### src/rtl/bram_read_sequencer_pkg.sv
// ----------------------------------------------------------------------------
// bram_read_sequencer_pkg : shared state encoding and parameter defaults
// Rev 1.0
// ----------------------------------------------------------------------------
`default_nettype none

package bram_read_sequencer_pkg;

   typedef enum logic [1:0] {
      ST_IDLE  = 2'd0,
      ST_READ  = 2'd1,
      ST_DRAIN = 2'd2,
      ST_DONE  = 2'd3
   } state_e;

   localparam int ADDR_W_DEFAULT = 10;
   localparam int RD_LAT_MIN     = 1;
   localparam int RD_LAT_MAX     = 2;

endpackage : bram_read_sequencer_pkg

`default_nettype wire

### src/rtl/bram_read_sequencer_if.sv
// ----------------------------------------------------------------------------
// bram_read_sequencer_if : request/BRAM/status bundle of the read sequencer
// Rev 1.0
// ----------------------------------------------------------------------------
`default_nettype none

interface bram_read_sequencer_if
   import bram_read_sequencer_pkg::*;
#(
   parameter int ADDR_W = ADDR_W_DEFAULT
);
   logic              start;
   logic [ADDR_W-1:0] base_addr;
   logic [ADDR_W:0]   len;
   logic [ADDR_W-1:0] addrb;
   logic              enb;
   logic              busy;
   logic              done;
   logic              dout_valid;
   logic              pair_valid;

   // Requester side: issues windows, observes BRAM strobes and status.
   modport master (
      output start, base_addr, len,
      input  addrb, enb, busy, done, dout_valid, pair_valid
   );

   modport slave (
      input  start, base_addr, len,
      output addrb, enb, busy, done, dout_valid, pair_valid
   );
endinterface : bram_read_sequencer_if

`default_nettype wire

### src/rtl/bram_read_sequencer_rd_valid_pipe.sv
// ----------------------------------------------------------------------------
// rd_valid_pipe : RD_LAT-deep shift register turning enb into dout_valid
// Rev 1.0
// ----------------------------------------------------------------------------
`default_nettype none

module rd_valid_pipe #(
   parameter int RD_LAT = 1
) (
   input  wire logic readclk_i,
   input  wire logic rst_ni,
   input  wire logic enb_i,
   output logic      dout_valid_o,
   output logic      inflight_o
);
   logic [RD_LAT-1:0] stage_q;

   generate
      if (RD_LAT == 1) begin : g_lat1
         always_ff @(posedge readclk_i or negedge rst_ni) begin
            if (!rst_ni) stage_q <= '0;
            else         stage_q <= enb_i;
         end
         assign inflight_o = 1'b0;
      end else begin : g_latn
         always_ff @(posedge readclk_i or negedge rst_ni) begin
            if (!rst_ni) stage_q <= '0;
            else         stage_q <= {stage_q[RD_LAT-2:0], enb_i};
         end
         // Reads issued but not yet presented on doutb.
         assign inflight_o = |stage_q[RD_LAT-2:0];
      end
   endgenerate

   assign dout_valid_o = stage_q[RD_LAT-1];

endmodule : rd_valid_pipe

`default_nettype wire

### src/rtl/bram_read_sequencer.sv
// ----------------------------------------------------------------------------
// bram_read_sequencer : walks a BRAM address window, aligns valid and pair flags
// Rev 1.0
// ----------------------------------------------------------------------------
`default_nettype none

module bram_read_sequencer
   import bram_read_sequencer_pkg::*;
#(
   parameter int ADDR_W = ADDR_W_DEFAULT,
   parameter int RD_LAT = RD_LAT_MIN
) (
   input  wire logic              readclk,
   input  wire logic              rst_n,
   bram_read_sequencer_if.slave   bus
);
   localparam logic [ADDR_W-1:0] ADDR_ONE   = ADDR_W'(1);
   localparam logic [ADDR_W:0]   REMAIN_ONE = (ADDR_W+1)'(1);

   state_e            state_q, state_d;
   logic [ADDR_W-1:0] addr_q, addr_d;
   logic [ADDR_W:0]   remain_q, remain_d;
   logic              parity_q, parity_d;
   logic              pair_q, pair_d;
   logic              enb;
   logic              dout_valid;
   logic              inflight;
   logic              accept;

   rd_valid_pipe #(
      .RD_LAT (RD_LAT)
   ) u_rd_valid_pipe (
      .readclk_i    (readclk),
      .rst_ni       (rst_n),
      .enb_i        (enb),
      .dout_valid_o (dout_valid),
      .inflight_o   (inflight)
   );

   always_ff @(posedge readclk or negedge rst_n) begin
      if (!rst_n) begin
         state_q  <= ST_IDLE;
         addr_q   <= '0;
         remain_q <= '0;
         parity_q <= 1'b0;
         pair_q   <= 1'b0;
      end else begin
         state_q  <= state_d;
         addr_q   <= addr_d;
         remain_q <= remain_d;
         parity_q <= parity_d;
         pair_q   <= pair_d;
      end
   end

   always_comb begin
      state_d  = state_q;
      addr_d   = addr_q;
      remain_d = remain_q;
      accept   = 1'b0;
      case (state_q)
         ST_IDLE, ST_DONE: begin
            // DONE reports busy=0, so a new window may be accepted there too.
            if (state_q == ST_DONE) state_d = ST_IDLE;
            if (bus.start) begin
               accept = 1'b1;
               if (bus.len == '0) begin
                  state_d = ST_DONE;
               end else begin
                  state_d  = ST_READ;
                  addr_d   = bus.base_addr;
                  remain_d = bus.len;
               end
            end
         end
         ST_READ: begin
            if (remain_q == REMAIN_ONE) begin
               state_d = ST_DRAIN;
            end else begin
               addr_d   = addr_q + ADDR_ONE;
               remain_d = remain_q - REMAIN_ONE;
            end
         end
         ST_DRAIN: begin
            if (dout_valid && !inflight) state_d = ST_DONE;
         end
         default: state_d = ST_IDLE;
      endcase
   end

   // parity_q=1 marks the word now on doutb as the odd (newer) half of a pair.
   always_comb begin
      parity_d = parity_q;
      if (accept)          parity_d = 1'b0;
      else if (dout_valid) parity_d = ~parity_q;
      pair_d = dout_valid & parity_q;
   end

   assign enb            = (state_q == ST_READ);
   assign bus.enb        = enb;
   assign bus.addrb      = addr_q;
   assign bus.busy       = (state_q == ST_READ) || (state_q == ST_DRAIN);
   assign bus.done       = (state_q == ST_DONE);
   assign bus.dout_valid = dout_valid;
   assign bus.pair_valid = pair_q;

endmodule : bram_read_sequencer

`default_nettype wire

### src/flat_wrapper.sv
// flat-port wrapper written by rule: the top's interface ports become plain ports
module bram_read_sequencer_flat import bram_read_sequencer_pkg::*;
#(
   parameter int ADDR_W = ADDR_W_DEFAULT,
   parameter int RD_LAT = RD_LAT_MIN
)
  (readclk, rst_n, bus_start, bus_base_addr, bus_len, bus_addrb, bus_enb, bus_busy, bus_done, bus_dout_valid, bus_pair_valid);
  bram_read_sequencer_if #(.ADDR_W(ADDR_W)) bus_i ();
  input  wire logic readclk;
  input  wire logic rst_n;
  input wire logic [$bits(bus_i.start)-1:0] bus_start;
  input wire logic [$bits(bus_i.base_addr)-1:0] bus_base_addr;
  input wire logic [$bits(bus_i.len)-1:0] bus_len;
  output wire logic [$bits(bus_i.addrb)-1:0] bus_addrb;
  output wire logic [$bits(bus_i.enb)-1:0] bus_enb;
  output wire logic [$bits(bus_i.busy)-1:0] bus_busy;
  output wire logic [$bits(bus_i.done)-1:0] bus_done;
  output wire logic [$bits(bus_i.dout_valid)-1:0] bus_dout_valid;
  output wire logic [$bits(bus_i.pair_valid)-1:0] bus_pair_valid;
  assign bus_i.start = bus_start;
  assign bus_i.base_addr = bus_base_addr;
  assign bus_i.len = bus_len;
  assign bus_addrb = bus_i.addrb;
  assign bus_enb = bus_i.enb;
  assign bus_busy = bus_i.busy;
  assign bus_done = bus_i.done;
  assign bus_dout_valid = bus_i.dout_valid;
  assign bus_pair_valid = bus_i.pair_valid;
  bram_read_sequencer #(.ADDR_W(ADDR_W), .RD_LAT(RD_LAT)) u_core (.readclk(readclk), .rst_n(rst_n), .bus(bus_i));
endmodule
### config.mk
export PLATFORM = sky130hd
export DESIGN_NAME = bram_read_sequencer_flat
export DESIGN_NICKNAME = d
export VERILOG_FILES = /design/src/rtl/bram_read_sequencer_pkg.sv /design/src/rtl/bram_read_sequencer_if.sv /design/src/rtl/bram_read_sequencer_rd_valid_pipe.sv /design/src/rtl/bram_read_sequencer.sv /design/src/flat_wrapper.sv
export SDC_FILE = /design/constraint.sdc
export NUM_CORES = 1
export LEC_CHECK = 0
export BUFFER_PORTS_ARGS = -buffer_cell sky130_fd_sc_hd__clkbuf_2
export CORE_ASPECT_RATIO = 1.25
export CORE_MARGIN = 2
export CORE_UTILIZATION = 40
export CTS_CLUSTER_DIAMETER = 80
export DETAILED_ROUTE_END_ITERATION = 7
export PLACE_DENSITY = 0.73
export SLEW_MARGIN = 20
export SYNTH_ARGS = -nofsm -noshare
export SYNTH_HDL_FRONTEND = slang
export SYNTH_SLANG_ARGS = --single-unit
### constraint.sdc
create_clock -name readclk -period 2.6 [get_ports readclk]
set_clock_uncertainty 0.05 [all_clocks]
set_input_delay 0.52 -clock readclk [delete_from_list [all_inputs] [get_ports readclk]]
set_output_delay 0.52 -clock readclk [all_outputs]
set_load 0.005 [all_outputs]
==> results.sh, run 1 <==
export IMPL_yosysMostFrequentCell="dfrtp_1"
export IMPL_antenna_found_initial=0
export IMPL_final_setup_viol_count=0
export IMPL_yosys_warnings=0
export IMPL_ir_worst_vdd_uv=655
export IMPL_synth_nets=234
export IMPL_drt_iter0_drc=82
export IMPL_synth_top_area_share=0.375
export IMPL_antenna_cells=0
export IMPL_synthTopCellsByCount="dfrtp_1 (26), nor2_1 (22), a21oi_1 (16)"
export IMPL_synth_area_um2=1730
export IMPL_max_clock_freq_ghz=0.445
export IMPL_tritoncts="yes"
export IMPL_ys_types=51
export IMPL_slew_violations=0
export IMPL_netlist_instances=204
export IMPL_cellLeakagePower_nw=0.891
export IMPL_status="finished, final reports clean"
export IMPL_drv_cap=0
export IMPL_die_w_um=62.9
export IMPL_htree_num_levels=1
export IMPL_cp_data_required_time_ns=2.70
export IMPL_row_count=26
export IMPL_slew_headroom=0.542
export IMPL_min_period_ns=2.25
export IMPL_antenna_left=0
export IMPL_clk_path_buf_depth=2
export IMPL_die_area_um2=4880
export IMPL_syn_avg_cell_area_um2=8.50
export IMPL_dp_hpwl_mm=3.40
export IMPL_grt_max_degree=27
export IMPL_io_pins=39
export IMPL_drt_pass1_iter_count=4
export IMPL_cts_setup_buffers=0
export IMPL_met3_length_um=207
export IMPL_ctsRootBufferMaster="clkbuf_8"
export IMPL_design_area_um2=2040
export IMPL_grt_first_pass_wirelength_mm=7.81
export IMPL_fin_tns_setup_ns=0
export IMPL_area_delta_synth_final_pct=17.4
export IMPL_worst_pin_slew_ns=0.687
export IMPL_rsz0062_at_grt="false"
export IMPL_synth_main_ff_cell="dfrtp_1"
export IMPL_synth_area_leaders="dfrtp_1 (38%), nor2_1 (4.8%), a21oi_1 (4.6%), ha_1 (4.3%), nand3_1 (4.3%)"
export IMPL_drc=0
export IMPL_cts_buffers=3
export IMPL_critPathBufInv=1
export IMPL_layout_drive_gt1_share=0.231
export IMPL_route_detailed_wl_per_inst_um=15.0
export IMPL_hold_class="primary input to async pin"
export IMPL_critical_path_cell_chain="inv_1 -> ha_1 -> mux2i_1 -> a41oi_1 -> nand3_1 -> o32ai_1 -> nor2_1"
export IMPL_cts_num_sinks=26
export IMPL_highest_signal_layer="met4"
export IMPL_cp_slowest_cell="dfrtp_1"
export IMPL_hold_viol=0
export IMPL_fin_crit_sh=0.864
export IMPL_routed_wl_mm=4.47
export IMPL_holdBufCountCts=0
export IMPL_core_area_um2=4130
export IMPL_final_nets=274
export IMPL_worstPathMaxFanout=8
export IMPL_wl_met1_mm=1.92
export IMPL_yosys_area_top_type="dfrtp_1"
export IMPL_postSynth_asyncResetShare=1.00
export IMPL_port_buffers=38
export IMPL_dpl_instance_area_um2=1990
export IMPL_cpPeakStageDelay_ns=0.42
export IMPL_power_density_nw_per_um2=1240
export IMPL_crit_arrival_ns=2.35
export IMPL_synth_edf_count=0
export IMPL_vias_per_cell=5.88
export IMPL_path_clk_slew_ns=0.09
export IMPL_place_congestion=0.909
export IMPL_grt_total_usage=0.195
export IMPL_synth_seq_cells=26
export IMPL_grt_pass1_vias=1768
export IMPL_initial_core_util=0.420
export IMPL_dr_wl_met2_mm=2.28
export IMPL_yosysSeqAreaShare=0.375
export IMPL_critPathTopFamily="compound AO/OA/AOI/OAI gates"
export IMPL_die_h_um=77.6
export IMPL_cp_start_kind="flop"
export IMPL_grt_remaining_overflow=0
export IMPL_vias=1751
export IMPL_cp_end_kind="flop"
export IMPL_insertion_delay_ns=0.27
export IMPL_critical_path_class="flop to flop"
export IMPL_cts_resized=0
## cells by family (layout without fill, tap and decap cells)
kind of cell,count (synthesis),count (layout),synth area share
muxes,4,4,0.0231
buffers and inverters,22,60,0.0606
DFF,26,26,0.375
xor gates and xnor gates,1,1,0.00505
and+or+nand+nor,80,80,0.243
adders and majority gates,6,6,0.0433
AOI/OAI and AO/OA,65,65,0.250
## layout by cell type (no fill, tap or decap), types with 3 or more instances in the layout
cell type  count
ha_1           6
dfrtp_1       26
o32ai_1        3
a221oi_1       3
buf_4          9
a21oi_1       16
nand2_1       12
inv_1         10
o22ai_1        5
or3_1          3
o21ai_0       12
clkbuf_8       3
nand3_1       15
nor2_1        22
o31ai_1        4
clkbuf_2      38
mux2i_1        4
nand4_1        5
nor3_1         9
## metrics by stage
step / utilization / setup slack, ns / power [mW] / cells / hold WS, ns
after floorplan: - / 0.494 / 1.84 / 204 / 0.174
after global placement: 0.483 / 0.452 / 2.28 / 295 / 0.446
after detailed placement: 0.483 / 0.413 / 2.31 / 295 / 0.447
after CTS: 0.493 / 0.393 / 2.54 / 298 / 0.247
after global routing: 0.493 / 0.139 / 2.81 / 298 / 0.273
final: 0.493 / 0.352 / 2.53 / 298 / 0.226
## layer usage
layer,track usage,vias to the layer above
li1,-,849
met1,0.243,845
met2,0.343,51
met3,0.0232,6
met4,0.0756,0
met5,0,-
## flip-flops by register name, indices dropped and copies added (netlist names)
signal / cells
u_core.u_rd_valid_pipe.dout_valid_o: 1
u_core.remain_q: 11
u_core.state_q: 2
u_core.bus.addrb: 10
u_core.parity_q: 1
u_core.bus.pair_valid: 1
## area by class of cell
| class | instances | area [µm²] |
|---|---|---|
| inverter | 10 | 37.5 |
| multi-input combinational | 156 | 978 |
| clock buffer | 3 | 41.3 |
| timing repair buffer | 47 | 258 |
| fill | 449 | 2100 |
| tap | 56 | 70.1 |
| sequential | 26 | 651 |
## where the power goes
group | total [mW] | switching (mW) | internal (mW)
combinational | 1.43 | 0.795 | 0.633
clock | 0.228 | 0.125 | 0.104
sequential | 0.873 | 0.264 | 0.609
total | 2.53 | 1.18 | 1.35
## worst paths after layout
path | start | cells past startpoint | slack (ns) | to
min in group readclk | bus_base_addr[2] | 3 | 0.40 | u_core.bus.addrb[2]$_DFFE_PN0P_
setup / recovery | u_core.state_q[1]$_DFFE_PN0P_ | 7 | 0.35 | u_core.bus.addrb[7]$_DFFE_PN0P_
hold reg to reg | u_core.parity_q$_DFFE_PN0P_ | 1 | 0.47 | u_core.bus.pair_valid$_DFF_PN0_
max in group asynchronous | rst_n | 1 | 1.83 | u_core.remain_q[7]$_DFFE_PN0P_
setup reg to reg | u_core.state_q[1]$_DFFE_PN0P_ | 7 | 0.35 | u_core.bus.addrb[7]$_DFFE_PN0P_
hold / removal | rst_n | 1 | 0.23 | u_core.state_q[1]$_DFFE_PN0P_
Power figures use the tool's default switching activity.
==> run 2, diff against run 1 <==
--- a/config.mk
+++ b/config.mk
@@ -6,11 +6,13 @@
 export NUM_CORES = 1
 export LEC_CHECK = 0
 export BUFFER_PORTS_ARGS = -buffer_cell sky130_fd_sc_hd__clkbuf_2
+export CAP_MARGIN = 10
 export CORE_ASPECT_RATIO = 1.25
 export CORE_MARGIN = 2
 export CORE_UTILIZATION = 40
 export CTS_CLUSTER_DIAMETER = 80
 export DETAILED_ROUTE_END_ITERATION = 7
+export MAX_ROUTING_LAYER = met4
 export PLACE_DENSITY = 0.73
 export SLEW_MARGIN = 20
 export SYNTH_ARGS = -nofsm -noshare
==> run 2 against run 1 <==
  * Fmax up 0.60%
  * Worst setup slack improved by 0.013 ns
  * Sequential power is essentially flat
  * Critical path depth stayed put
  * Power is essentially flat
  * Wire length increased by 0.16%
  * Count of clock-buffer cells in the layout did not move
  * Register-to-register slack barely moved
  * Die area stayed put
  * Critical path type unchanged
  * Largest power group unchanged
==> results.sh, run 2 (synthesis gave the netlist of run 1 again) <==
export IMPL_cp_data_required_time_ns=2.71
export IMPL_r2r_setup_slack_ns=0.37
export IMPL_p_switching_mw=1.18
export IMPL_status="finished, final reports clean"
export IMPL_final_setup_viol_count=0
export IMPL_core_area_um2=4130
export IMPL_switching_share=0.468
export IMPL_drt_iter0_drc=76
export IMPL_r2r_start="u_core.state_q[1]$_DFFE_PN0P_"
export IMPL_final_nets=274
export IMPL_r2r_end="u_core.bus.addrb[7]$_DFFE_PN0P_"
export IMPL_initial_core_util=0.420
export IMPL_die_area_um2=4880
export IMPL_vias=1747
export IMPL_hold_viol=0
export IMPL_grt_total_usage=0.201
export IMPL_layout_drive_gt1_share=0.231
export IMPL_fin_crit_sh=0.859
export IMPL_vias_per_cell=5.86
export IMPL_drv_cap=0
export IMPL_drt_pass1_iter_count=4
export IMPL_die_w_um=62.9
export IMPL_place_congestion=0.925
export IMPL_finish_utilization=0.493
export IMPL_antenna_left=0
export IMPL_power_density_nw_per_um2=1240
export IMPL_critPathBufInv=1
export IMPL_holdBufCountCts=0
export IMPL_cp_start_kind="flop"
export IMPL_antenna_found_initial=0
export IMPL_cp_end_kind="flop"
export IMPL_power_internal_mw=1.35
export IMPL_worstPathMaxFanout=8
export IMPL_tritoncts="yes"
export IMPL_hold_class="primary input to async pin"
export IMPL_power_mw=2.53
export IMPL_critical_path_cell_chain="inv_1 -> ha_1 -> mux2i_1 -> a41oi_1 -> nand3_1 -> o32ai_1 -> nor2_1"
export IMPL_die_h_um=77.6
export IMPL_min_period_ns=2.23
export IMPL_cp_slowest_cell="dfrtp_1"
export IMPL_grt_pass1_vias=1766
export IMPL_grt_first_pass_wirelength_mm=7.80
export IMPL_power_frac_clock=0.090
export IMPL_routed_wl_mm=4.48
export IMPL_drc=0
export IMPL_port_buffers=38
export IMPL_dp_hpwl_mm=3.40
export IMPL_cts_buffers=3
export IMPL_rr_worst_depth=7
export IMPL_slew_violations=0
export IMPL_grt_remaining_overflow=0
export IMPL_slew_headroom=0.543
export IMPL_cpPeakStageDelay_ns=0.42
export IMPL_grt_max_degree=27
export IMPL_fin_tns_setup_ns=0
export IMPL_worst_pin_slew_ns=0.685
export IMPL_final_common_cell="clkbuf_2"
export IMPL_rsz0062_at_grt="false"
export IMPL_max_clock_freq_ghz=0.448
export IMPL_area_delta_synth_final_pct=17.4
export IMPL_cts_num_sinks=26
export IMPL_critPathTopFamily="compound AO/OA/AOI/OAI gates"
export IMPL_io_pins=39
export IMPL_cellLeakagePower_nw=0.891
export IMPL_largest_reg_flops=11
export IMPL_ctsRootBufferMaster="clkbuf_8"
export IMPL_cts_resized=0
export IMPL_insertion_delay_ns=0.27
export IMPL_path_clk_slew_ns=0.09
export IMPL_pwr_share_comb=0.565
export IMPL_row_count=26
export IMPL_htree_num_levels=1
export IMPL_clk_path_buf_depth=2
export IMPL_sequentialPowerShare=0.345
export IMPL_ir_worst_vdd_uv=657
export IMPL_nFillCells=449
export IMPL_regMostFlops="u_core.remain_q"
export IMPL_antenna_cells=0
export IMPL_cts_setup_buffers=0
export IMPL_final_cell_mix="clkbuf_2 (38), dfrtp_1 (26), nor2_1 (22), a21oi_1 (16), nand3_1 (15)"
export IMPL_critical_path_class="flop to flop"
export IMPL_crit_arrival_ns=2.34
export IMPL_route_detailed_wl_per_inst_um=15.0
[run 2: cell counts in the layout (fill, tap and decap cells not counted)]
No cell type changed its count.
[run 2: routing by layer]
metal  global-route usage  vias to the layer above  wire [µm]
li1                     -                      848          -
met2                0.343                       64       2280
met3               0.0217                        6        279
met1                0.243                      829       1860
met4               0.0756                        0         56
met5                    -                        -          0
[run 2: stage by stage]
| stage | worst slack [ns] | hold WS, ns | cells | instance area (µm²) |
|---|---|---|---|---|
| 2_1_floorplan | 0.494 | 0.174 | 204 | 1730 |
| 3_3_place_gp | 0.452 | 0.446 | 295 | 1990 |
| 3_5_place_dp | 0.413 | 0.447 | 295 | 1990 |
| 4_1_cts | 0.393 | 0.247 | 298 | 2040 |
| 5_1_grt | 0.139 | 0.273 | 298 | 2040 |
| 6_report | 0.366 | 0.228 | 298 | 2040 |
[run 2: worst max-delay path by stage]
stage	start	endpoint	slack, ns	depth (start not counted)
finish	u_core.state_q[1]$_DFFE_PN0P_	u_core.bus.addrb[7]$_DFFE_PN0P_	0.37	7
global route	u_core.state_q[1]$_DFFE_PN0P_	u_core.bus.addrb[4]$_DFFE_PN0P_	0.14	8
CTS	u_core.state_q[1]$_DFFE_PN0P_	u_core.bus.addrb[5]$_DFFE_PN0P_	0.39	8
detailed placement	u_core.state_q[1]$_DFFE_PN0P_	u_core.bus.addrb[7]$_DFFE_PN0P_	0.41	7
global placement	u_core.state_q[1]$_DFFE_PN0P_	u_core.bus.addrb[9]$_DFFE_PN0P_	0.45	7
floorplan	u_core.state_q[0]$_DFFE_PN0P_	u_core.bus.addrb[9]$_DFFE_PN0P_	0.49	8
[run 2: worst reg2reg max path: cells and delay by family, from the launching register on]
family                   cells  cell delay, ns
AO/OA/AOI/OAI                2            0.70
adder cells (fa/ha/maj)      1            0.34
buffers and inverters        1            0.07
flip-flops                   1            0.42
multiplexers                 1            0.19
AND/OR/NAND/NOR              2            0.36
[run 2: layout make-up]
cell class	count	area, µm²	share of cell area
timing repair buffer	47	258	0.127
tap	56	70.1	0.0344
inverter	10	37.5	0.0184
sequential	26	651	0.320
clock buffer	3	41.3	0.0203
multi-input combinational	156	978	0.481
[run 2: power by group through the flow]
| stage | clock network, mW | registers (mW) | logic [mW] |
|---|---|---|---|
| 6_report | 0.227 | 0.873 | 1.43 |
| 4_1_cts | 0.235 | 0.872 | 1.44 |
| 3_3_place_gp | 0 | 0.873 | 1.41 |
| 2_1_floorplan | 0 | 0.821 | 1.02 |
| 5_1_grt | 0.250 | 0.921 | 1.64 |
| 3_5_place_dp | 0 | 0.880 | 1.43 |
